<file path="src/rtl/ex_mem_reg.sv">
// ---------------------------------------------------------------------------
// ex_mem_reg
//   Pipeline register between the execute stage and the memory-access stage
//   of a five-stage MIPS pipeline. It captures the execute results each cycle
//   and presents them to the memory stage one cycle later.
//
//   During a multi-cycle multiply-accumulate, it also returns the partial
//   HI/LO product and the cycle counter to the execute stage.
//
//   Every output is registered. No combinational path runs from input to
//   output.
//
// Ports
//   clk          pipeline clock; all state changes on the rising edge
//   rst          synchronous active-low reset
//   stall        stall vector; bit 3 = execute stalled, bit 4 = memory stalled
//   flush        exception flush; clears everything, like reset
//   ex_wd        execute destination register address
//   ex_wreg      execute register write enable
//   ex_wdata     execute result
//   ex_whilo     execute HI/LO write enable
//   ex_hi/ex_lo  execute HI/LO results
//   hilo_temp_i  partial product from execute, {HI, LO}
//   cnt_i        execute multi-cycle counter
//   mem_*        registered copies of the ex_* fields for the memory stage
//   mem_valid    1 = real instruction, 0 = bubble
//   hilo_temp_o  partial product fed back to execute, {HI, LO}
//   cnt_o        multi-cycle counter fed back to execute
// ---------------------------------------------------------------------------
module ex_mem_reg #(
    parameter int DATA_W  = 32,
    parameter int ADDR_W  = 5,
    parameter int STALL_W = 6,
    parameter int CNT_W   = 2
) (
    input  logic                clk,
    input  logic                rst,
    input  logic [STALL_W-1:0]  stall,
    input  logic                flush,
    input  logic [ADDR_W-1:0]   ex_wd,
    input  logic                ex_wreg,
    input  logic [DATA_W-1:0]   ex_wdata,
    input  logic                ex_whilo,
    input  logic [DATA_W-1:0]   ex_hi,
    input  logic [DATA_W-1:0]   ex_lo,
    input  logic [2*DATA_W-1:0] hilo_temp_i,
    input  logic [CNT_W-1:0]    cnt_i,
    output logic [ADDR_W-1:0]   mem_wd,
    output logic                mem_wreg,
    output logic [DATA_W-1:0]   mem_wdata,
    output logic                mem_whilo,
    output logic [DATA_W-1:0]   mem_hi,
    output logic [DATA_W-1:0]   mem_lo,
    output logic                mem_valid,
    output logic [2*DATA_W-1:0] hilo_temp_o,
    output logic [CNT_W-1:0]    cnt_o
);

    logic [ADDR_W-1:0]   wd_q,        wd_d;
    logic                wreg_q,      wreg_d;
    logic [DATA_W-1:0]   wdata_q,     wdata_d;
    logic                whilo_q,     whilo_d;
    logic [DATA_W-1:0]   hi_q,        hi_d;
    logic [DATA_W-1:0]   lo_q,        lo_d;
    logic                valid_q,     valid_d;
    logic [2*DATA_W-1:0] hilo_temp_q, hilo_temp_d;
    logic [CNT_W-1:0]    cnt_q,       cnt_d;

    logic ex_stall;
    logic mem_stall;

    assign ex_stall  = stall[3];
    assign mem_stall = stall[4];

    // Only the execute and memory stall bits affect this stage.
    logic unused_stall;
    assign unused_stall = ^{stall[STALL_W-1:5], stall[2:0]};

    always_comb begin
        // Default: hold. This covers the case where both execute and memory
        // are stalled.
        wd_d        = wd_q;
        wreg_d      = wreg_q;
        wdata_d     = wdata_q;
        whilo_d     = whilo_q;
        hi_d        = hi_q;
        lo_d        = lo_q;
        valid_d     = valid_q;
        hilo_temp_d = hilo_temp_q;
        cnt_d       = cnt_q;

        if (flush) begin
            // The flush also aborts any multiply-accumulate still in flight.
            wd_d        = '0;
            wreg_d      = 1'b0;
            wdata_d     = '0;
            whilo_d     = 1'b0;
            hi_d        = '0;
            lo_d        = '0;
            valid_d     = 1'b0;
            hilo_temp_d = '0;
            cnt_d       = '0;
        end else if (ex_stall && !mem_stall) begin
            // Execute is stalled but memory moves on, so insert a bubble.
            // Loop the accumulation state back so the stalled execute stage
            // can continue from where it left off.
            wd_d        = '0;
            wreg_d      = 1'b0;
            wdata_d     = '0;
            whilo_d     = 1'b0;
            hi_d        = '0;
            lo_d        = '0;
            valid_d     = 1'b0;
            hilo_temp_d = hilo_temp_i;
            cnt_d       = cnt_i;
        end else if (!ex_stall) begin
            // Advance. The illegal vector (execute running, memory stalled)
            // also takes this path.
            wd_d        = ex_wd;
            wreg_d      = ex_wreg;
            wdata_d     = ex_wdata;
            whilo_d     = ex_whilo;
            hi_d        = ex_hi;
            lo_d        = ex_lo;
            valid_d     = 1'b1;
            hilo_temp_d = '0;
            cnt_d       = '0;
        end
    end

    always_ff @(posedge clk) begin
        if (!rst) begin
            wd_q        <= '0;
            wreg_q      <= 1'b0;
            wdata_q     <= '0;
            whilo_q     <= 1'b0;
            hi_q        <= '0;
            lo_q        <= '0;
            valid_q     <= 1'b0;
            hilo_temp_q <= '0;
            cnt_q       <= '0;
        end else begin
            wd_q        <= wd_d;
            wreg_q      <= wreg_d;
            wdata_q     <= wdata_d;
            whilo_q     <= whilo_d;
            hi_q        <= hi_d;
            lo_q        <= lo_d;
            valid_q     <= valid_d;
            hilo_temp_q <= hilo_temp_d;
            cnt_q       <= cnt_d;
        end
    end

    assign mem_wd      = wd_q;
    assign mem_wreg    = wreg_q;
    assign mem_wdata   = wdata_q;
    assign mem_whilo   = whilo_q;
    assign mem_hi      = hi_q;
    assign mem_lo      = lo_q;
    assign mem_valid   = valid_q;
    assign hilo_temp_o = hilo_temp_q;
    assign cnt_o       = cnt_q;

endmodule
</file>
<file path="config.mk">
export PLATFORM = sky130hd
export DESIGN_NAME = ex_mem_reg
export DESIGN_NICKNAME = d
export VERILOG_FILES = /design/src/rtl/ex_mem_reg.sv
export SDC_FILE = /design/constraint.sdc
export NUM_CORES = 1
export LEC_CHECK = 0
export ABC_AREA = 1
export ABC_CLOCK_PERIOD_IN_PS = 2750
export BUFFER_PORTS_ARGS = -buffer_cell sky130_fd_sc_hd__clkbuf_2
export CAP_MARGIN = 0
export CORE_AREA = 2 2 135 137
export DETAILED_ROUTE_END_ITERATION = 8
export DIE_AREA = 0 0 137 139
export HOLD_SLACK_MARGIN = 0.08
export PLACE_DENSITY_LB_ADDON = 0.25
export SLEW_MARGIN = 0
export SYNTH_ARGS = -nofsm -noshare
export SYNTH_HDL_FRONTEND = slang
export SYNTH_SLANG_ARGS = --single-unit
</file>
<file path="constraint.sdc">
create_clock -name clk -period 2.75 [get_ports clk]
set_clock_uncertainty 0.2 [all_clocks]
set_input_delay 0.1375 -clock clk [delete_from_list [all_inputs] [get_ports clk]]
set_output_delay 0.1375 -clock clk [all_outputs]
set_load 0.03 [all_outputs]
</file>
# [Yosys cells after proc, flatten, opt, wreduce, memory -nomap -nowiden]
# Index checks and enable logic that the tools add are counted.
[totals] ff_bits=170 latch_bits=0 ramBits=0 romBits=0 out_inout_bits=170 mem_count=0
[classes] add_sub_neg=0 n_mul=0 n_div=0 order_cmp=0 n_eq_ne=1 shift=0 muxes=4 n_bitwise=1 n_reduce_logical=4
[ops] op="$mux W64" n=2
[ops] op="$mux W2" n=2
[ops] op="$reduce_or A3 Y1" n=1
[ops] op="$ne A2 B1 Y1 const B" n=1
[ops] op="$reduce_or A2 Y1" n=1
[ops] op="$logic_and A1 B1 Y1" n=1
[ops] op="$logic_not A1 Y1" n=1
[ops] op="$not A1 Y1" n=1

# [Logic depth before layout (Yosys ltp)]
# Gate-level depths: netlist of run 1.
[logic_depth] word_depth=3 depth_mapped=6

# [Worst setup path after synthesis of run 1]
# Ideal clock, no wire load.
[synth_timing] path_type="in2reg" startpoint="input rst" endpoint="register hilo_temp_q[23], in the netlist hilo_temp_o[23]" arrival_time_ns=0.770 required_time_ns=2.418 setup_slack_ns=1.648 path_stages=6 n_path_buf=2 cell_sequence="inv_1 > nor2_1 > inv_1 > buf_2 > buf_1 > a21oi_1"
[synth_via] elab_chain_cells=2
[synth_lines] element="start: declaration" line_no="37" rtl="input logic rst,"
[synth_lines] element="$not A1 Y1 (no source line)"
[synth_lines] element="$reduce_or A2 Y1 (no source line)"
[synth_lines] element="end signal: assignment" line_no="150" rtl="hilo_temp_q <= hilo_temp_d;"
[synth_lines] element="end: declaration" line_no="66" rtl="logic [2*DATA_W-1:0] hilo_temp_q, hilo_temp_d;"
# Every way passes these cells.
# A chain may end at the register's enable or synchronous reset.

# [Final worst setup path of run 1]
[layout_timing] startpoint="register lo_q[26], in the netlist mem_lo[26]" endpoint="output mem_lo[26]"
[layout_lines] element="start: declaration" line_no="64" rtl="logic [DATA_W-1:0] lo_q, lo_d;"
[layout_lines] element="start signal: assignment" line_no="148" rtl="lo_q <= lo_d;"
[layout_lines] element="end: declaration" line_no="53" rtl="output logic [DATA_W-1:0] mem_lo,"
# No word-level cell between the ends.

==> summary.txt, run 1 <==
Cells and area
  – Share of cells above drive strength 1: between 20% and 30%
  – Synthesis-to-finish area growth: 63.3%
  – Most frequent cells in the layout: 342 x clkbuf_2, 207 x nand2_1, 170 x dfxtp_1, 169 x dlygate4sd3_1, 132 x nand3_1
  – Most common cell after layout, fill and taps aside: clkbuf_2
  – Antenna cells: 0
  – NumNets Final: roughly 1,500

Pwr
  – Max VDD drop: roughly 390 uV
  – Combinational Power Share: approximately 14%
  – Sequential share of power: a little over two fifths
  – Switching pwr: 0.00151 W
  – Pleak: 4.74 nW
  – PD cells: 546 nW/um2
  – Switching part of the total: approximately a quarter
  – Internal power: 0.00434 W
  – Clock share of power: between 40% and 50%

Min path
  – Worst hold path class: input port to flop

Timing
  – Final setup fails: 0
  – Unrepaired setup endpoints after global routing: false
  – Period utilisation layout: between 40 and 50%
  – Fmax: roughly 0.74 GHz
  – Worst slew pin tran: ~790 ps
  – Slew headroom: between 40% and 50%
  – Fin Setup TNS: 0 ps
  – Final min period: between 1000 and 1500 ps
  – Fin worst setup slack: between 1000 and 1500 ps
  – Slew Limit Fails: 0
  – Final Hold Fails: 0

Global route
  – Grt met1 use: 25.8%
  – Busiest grt layer: met2
  – Met3 usage: about 6.5%
  – Vias in the first global route: between 6,000 and 7,000
  – Antenna violations before repair: 0
  – GRT Util Overall: between 20% and 30%
  – Largest net degree at the start of global routing: approximately 180
  – Met2 usage: 39.7%
  – First-pass GRT wire length: 34.5 mm
  – Total grt overflow: 0

Setup path
  – Worst Path Arrival: roughly 1000 ps
  – CP top delay family: flip-flops
  – Critical Path RT: around 2400 ps
  – Largest stage delay, worst path: between 300 and 400 ps
  – Slowest cell on crit path: dfxtp_1
  – Crit. End Element: output port
  – Critical path cell sequence: clkbuf_2
  – CP bufs+invs: 1
  – Critical path peak fanout: 2
  – Type of origin of the critical path: flop
  – Worst setup path class: flop to output port

Place
  – Post-place setup slack: 1170 ps
  – DP HPWL: roughly 13 mm
  – Port-buffer cells: ~340
  – GP Congestion: between 0.7 and 0.8

Drt
  – Remaining DRCs: 0
  – Post-detailed-route count of antenna-violating nets: 0
  – Via Count: 7,350
  – Wirelength per Cell: between 10 and 15 um
  – DRT iter0 DRCs: between 300 and 400
  – Vias/cell: about 4.7
  – Total Wirelength: approximately 22 mm
  – Pre-antenna DRT Iters: 4

Clock network
  – CTS tree: done
  – TritonCTS Buffers: 17
  – Root Buffer: clkbuf_16
  – Total clock sinks: between 150 and 200
  – Max Root-Sink Buffers: 2
  – Resize count post-CTS: 0
  – Clock Pin Slew Worst Setup and Hold Paths: ~70 ps
  – H-tree level count: 4
  – Clock latency at the later pin of the worst-skew pair: approximately 410 ps

Die
  – Die Area: 19,000 um2
  – Placeable Area: roughly 18,000 um2
  – Chip width: 137 um
  – DIE HEIGHT: approximately 140 um
  – Ports: about 350
  – Row count: 49
  – Starting Density: about 37%

Logic synthesis
  – Netlist cell types: 13
  – Syn. warnings: 0
  – Mapped Cells: roughly 860
  – Sequential share of the synthesized area: between 50% and 60%
  – Mapped Avg Cell Area: about 7.6 um2
  – Synthesis-stage register bit count: 170
  – Net count after synthesis: between 1,000 and 1,500
  – Mapped Area: approximately 6600 um2

Job
  – MaxCap Viol Count: 0

Status
  – Status: completed
[tightest hold or removal path, cell delays in order]
cell,delay [ps]
buf_6,100
inv_2,210
nand2_1,110
and2_1,110
nor2_1,40
[power by group through the flow]
stage / Combinational [W] / Clock, W / Sequential (W)
final: 0.000843 / 0.00245 / 0.00255
after global routing: 0.000914 / 0.00260 / 0.00256
after CTS: 0.000833 / 0.00250 / 0.00255
after detailed placement: 0.000636 / 0 / 0.00260
after global placement: 0.000637 / 0 / 0.00260
after floorplan: 0.000272 / 0 / 0.00272
[kinds of logic (layout without fill, tap and decap cells)]
kind of cell,count (synthesis),count (layout),share of synthesized area (%)
AO/OA/AOI/OAI,66,66,5.04
buffers and inverters,73,563,5.21
flip-flops,170,170,51.9
AND/OR/NAND/NOR,549,549,37.9
[cell usage after synthesis]
| master | number | area [um2] |
|---|---|---|
| and2_0 | 24 | 150 |
| nand3_1 | 132 | 661 |
| dfxtp_1 | 170 | 3400 |
| buf_2 | 42 | 210 |
| inv_1 | 3 | 11.3 |
| inv_2 | 1 | 3.75 |
| buf_4 | 4 | 30.0 |
| nand2_1 | 208 | 781 |
| a21oi_1 | 66 | 330 |
| clkbuf_1 | 14 | 52.6 |
| buf_1 | 9 | 33.8 |
| nor2_1 | 106 | 398 |
| and2_1 | 79 | 494 |
[worst paths after layout]
kind | start | end | slack (ps) | cells after the start
worst min-delay path | stall[3] | mem_hi[13] | 120 | 5
worst max-delay path | mem_lo[26] | mem_lo[26] | 1400 | 1
worst max register to register | mem_wdata[1] | mem_wdata[1] | 1740 | 3
worst min register to register | hilo_temp_o[24] | hilo_temp_o[24] | 280 | 2
[metrics by stage]
stage | utilization, % | instances | total power (W) | instance area [um2] | hold WS [ps]
after CTS | 60.7 | 1577 | 0.00588 | 10700 | 114
after global placement | 47.7 | 1377 | 0.00324 | 8420 | 191
after detailed placement | 47.7 | 1377 | 0.00324 | 8420 | 194
after floorplan | - | 858 | 0.00299 | 6560 | 98.3
after global routing | 60.7 | 1577 | 0.00607 | 10700 | 161
final | 60.7 | 1577 | 0.00584 | 10700 | 120
[routing by layer]
metal | vias to the layer above | wire length [um] | part of all wire (%)
met5 | - | 0 | 0
met4 | 0 | 563 | 2.5
met3 | 45 | 1850 | 8.2
met2 | 296 | 11000 | 49
met1 | 3328 | 9040 | 40
li1 | 3681 | - | -
[registers in the layout, indices dropped and copies added (netlist names)]
name and count:
mem_lo 32, mem_valid 1, mem_whilo 1, cnt_o 2
mem_wreg 1, hilo_temp_o 64, mem_wd 5, mem_wdata 32
mem_hi 32
[layout make-up]
type                    count  area, um2
clock inverters            11        133
repair buffers            528       3580
well taps                 229        287
fillers                  1516       6950
clock buffers              20        467
flip-flops and latches    170       3400
inverters                   4       15.0
multi-input cells         615       2820
[repair_timing]
action,in CTS,in global routing
setup buffers,0,0
hold endpoints to repair,169,0
hold buffers,169,0
Power figures use the tool's default switching activity.
==> run 2: changes to the inputs <==
ABC_CLOCK_PERIOD_IN_PS = 1100   (was 2750)
CORE_AREA = 2 2 134 136   (was 2 2 135 137)
DIE_AREA = 0 0 136 138   (was 0 0 137 139)
clock period = 1.1 ns   (was 2.75 ns; I/O delays follow)
==> run 2 against run 1 <==
Net effect:
- the run now ends with negative hold slack, negative setup slack left
- register-to-register slack got worse by 1800 ps
- first-iteration DRC count is 73% higher
- die area fell by 1.4%
- sequential power grew to 2.5 times the previous value
- utilization is 16 points higher
- non-clock buffer count grew 91
- worst setup slack worse by 1500 ps
- count of clock-buffer cells in the layout is 2 lower
- hold slack got worse by 230 ps
- combinational power grew to 3.3 times the previous value
- wire length rose by 41%
- total power rose to 2.6 times the previous value
- critical path type unchanged
- critical endpoint is now mem_lo[27]
- largest power group unchanged
==> summary.txt, run 2 (synthesis gave the netlist of run 1 again) <==
Timing
  – Final min period: about 1200 ps
  – Fmax: 0.825 GHz
  – Worst slew pin tran: 246 ps (-542 ps)
  – Fin Setup TNS: -9860 ps (-9860 ps)
  – Final setup fails: 175 (+175)
  – Slew Limit Fails: 0 (unchanged)
  – Fin worst setup slack: -112 ps (-1520 ps)
  – Unrepaired setup endpoints after global routing: true
  – Slew headroom: 83.6% (+36 points)
  – Period utilisation layout: 110%
  – Final Hold Fails: 28 (+28)
  – Fin Hold WS: -107 ps (-227 ps)

Setup path
  – Slowest cell on crit path: dfxtp_2
  – Largest stage delay, worst path: 390 ps (+40 ps)
  – Critical Path RT: 840 ps (-1570 ps)
  – Critical path cell sequence: buf_8
  – Critical path peak fanout: 2 (unchanged)
  – Worst setup path class: flop to output port
  – Type of origin of the critical path: flop
  – Crit. End Element: output port
  – CP top delay family: flip-flops
  – CP bufs+invs: 1 (unchanged)
  – Worst Path Arrival: 960 ps (-50 ps)

Drt
  – Vias/cell: 5.18 (+11%)
  – Via Count: 8,648 (+18%)
  – Wirelength per Cell: 19.0 um (+34%)
  – Pre-antenna DRT Iters: 5 (+1)
  – Remaining DRCs: 0 (unchanged)
  – Post-detailed-route count of antenna-violating nets: 0 (unchanged)
  – DRT iter0 DRCs: 635 (+73%)
  – Total Wirelength: 31.8 mm (+41%)

Die
  – Row count: 49 (unchanged)
  – Ports: 348 (unchanged)
  – Die Area: 18,800 um2 (-1.4%)
  – DIE HEIGHT: 138 um (-0.72%)
  – Placeable Area: 17,500 um2 (-0.69%)
  – Chip width: 136 um (-0.73%)
  – Starting Density: 37.4% (+0.26 points)

Global route
  – Antenna violations before repair: 1 (+1)
  – Largest net degree at the start of global routing: 54 (-71%)
  – GRT Util Overall: 29.3% (+6.7 points)
  – Total grt overflow: 0 (unchanged)
  – Vias in the first global route: 8,577 (+23%)
  – First-pass GRT wire length: 43.9 mm (+27%)

Clock network
  – CTS tree: done
  – Max Root-Sink Buffers: 2 (unchanged)
  – Total clock sinks: 170 (unchanged)
  – Root Buffer: clkbuf_16
  – Clock latency at the later pin of the worst-skew pair: 420 ps (about the same)
  – Clock Pin Slew Worst Setup and Hold Paths: 70 ps (about the same)
  – TritonCTS Buffers: 17 (unchanged)
  – H-tree level count: 4 (unchanged)

Cells and area
  – NumNets Final: 1,605 (+6.0%)
  – Synthesis-to-finish area growth: 106%
  – Max reg flops: 64 (unchanged)
  – Most frequent cells in the layout: 207 x nand2_1, 172 x clkbuf_2, 171 x dlygate4sd3_1, 170 x buf_8, 164 x dfxtp_2
  – Most common cell after layout, fill and taps aside: nand2_1
  – Share of cells above drive strength 1: 45.4% (+16 points)

Status
  – Status: complete, but fails checks
  – Violated checks: negative hold slack, negative setup slack

Min path
  – Worst hold path class: input port to flop

Pwr
  – Pleak: 5.81 nW (+22%)
  – PD cells: 1140 nW/um2 (+110%)
  – Power, Total: 0.0154 W (+160%)
  – Max VDD drop: 1060 uV (+170%)

Place
  – DP HPWL: 14.0 mm (+4.3%)
  – Port-buffer cells: 343 (unchanged)
  – GP Congestion: 0.803 (+5.0%)
  – Post-place setup slack: -69.6 ps (-1240 ps)

Job
  – MaxCap Viol Count: 0 (unchanged)
## run 2: final cells by class
class	instances	area, um2
clock buffer	18	429
multi-input combinational	615	2830
sequential	170	3630
antenna	1	2.50
timing repair buffer	619	6150
tap	229	287
fill	970	4030
clock inverter	14	161
inverter	4	15.0
## run 2: per-layer routing
layer,track usage (%),up-vias,share of wire [%]
li1,-,3870,-
met1,30.9,4044,35
met2,50.3,590,50
met3,9.61,144,9.6
met4,17.3,0,5.8
met5,0,-,0
## run 2: metrics by stage
| step | instances | utilization, % | hold slack [ps] | area [um2] |
|---|---|---|---|---|
| floorplan | 858 | - | 15.8 | 6560 |
| global placement | 1410 | 50.4 | 102 | 8840 |
| detailed placement | 1410 | 50.4 | 110 | 8840 |
| CTS | 1623 | 73.7 | -125 | 12900 |
| global route | 1670 | 77.0 | -99.5 | 13500 |
| finish | 1670 | 77.0 | -107 | 13500 |
## run 2: final timing paths
path | start | end | slack [ps] | depth (start not counted)
setup / recovery | mem_lo[27] | mem_lo[27] | -110 | 1
hold / removal | stall[3] | hilo_temp_o[11] | -110 | 4
setup reg to reg | mem_lo[27] | mem_lo[27] | -60 | 4
hold reg to reg | hilo_temp_o[53] | hilo_temp_o[53] | 300 | 2
## run 2: timing repair
action | 4_1_cts | 5_1_grt
cloned | 0 | 0
endpoints found under the hold margin | 170 | 102
endpoints found under the setup margin | 170 | 175
hold buffers | 171 | 1
pin swaps | 0 | 2
buffers inserted | 10 | 46
resized for setup | 511 | 176
## run 2: power breakdown
part / leakage (nW) / switching (W) / internal (W)
Clock: 0.289 / 0.00277 / 0.00341
Sequential: 1.46 / 0.000148 / 0.00631
Combinational: 4.05 / 0.00132 / 0.00147
Total: 5.81 / 0.00423 / 0.0112
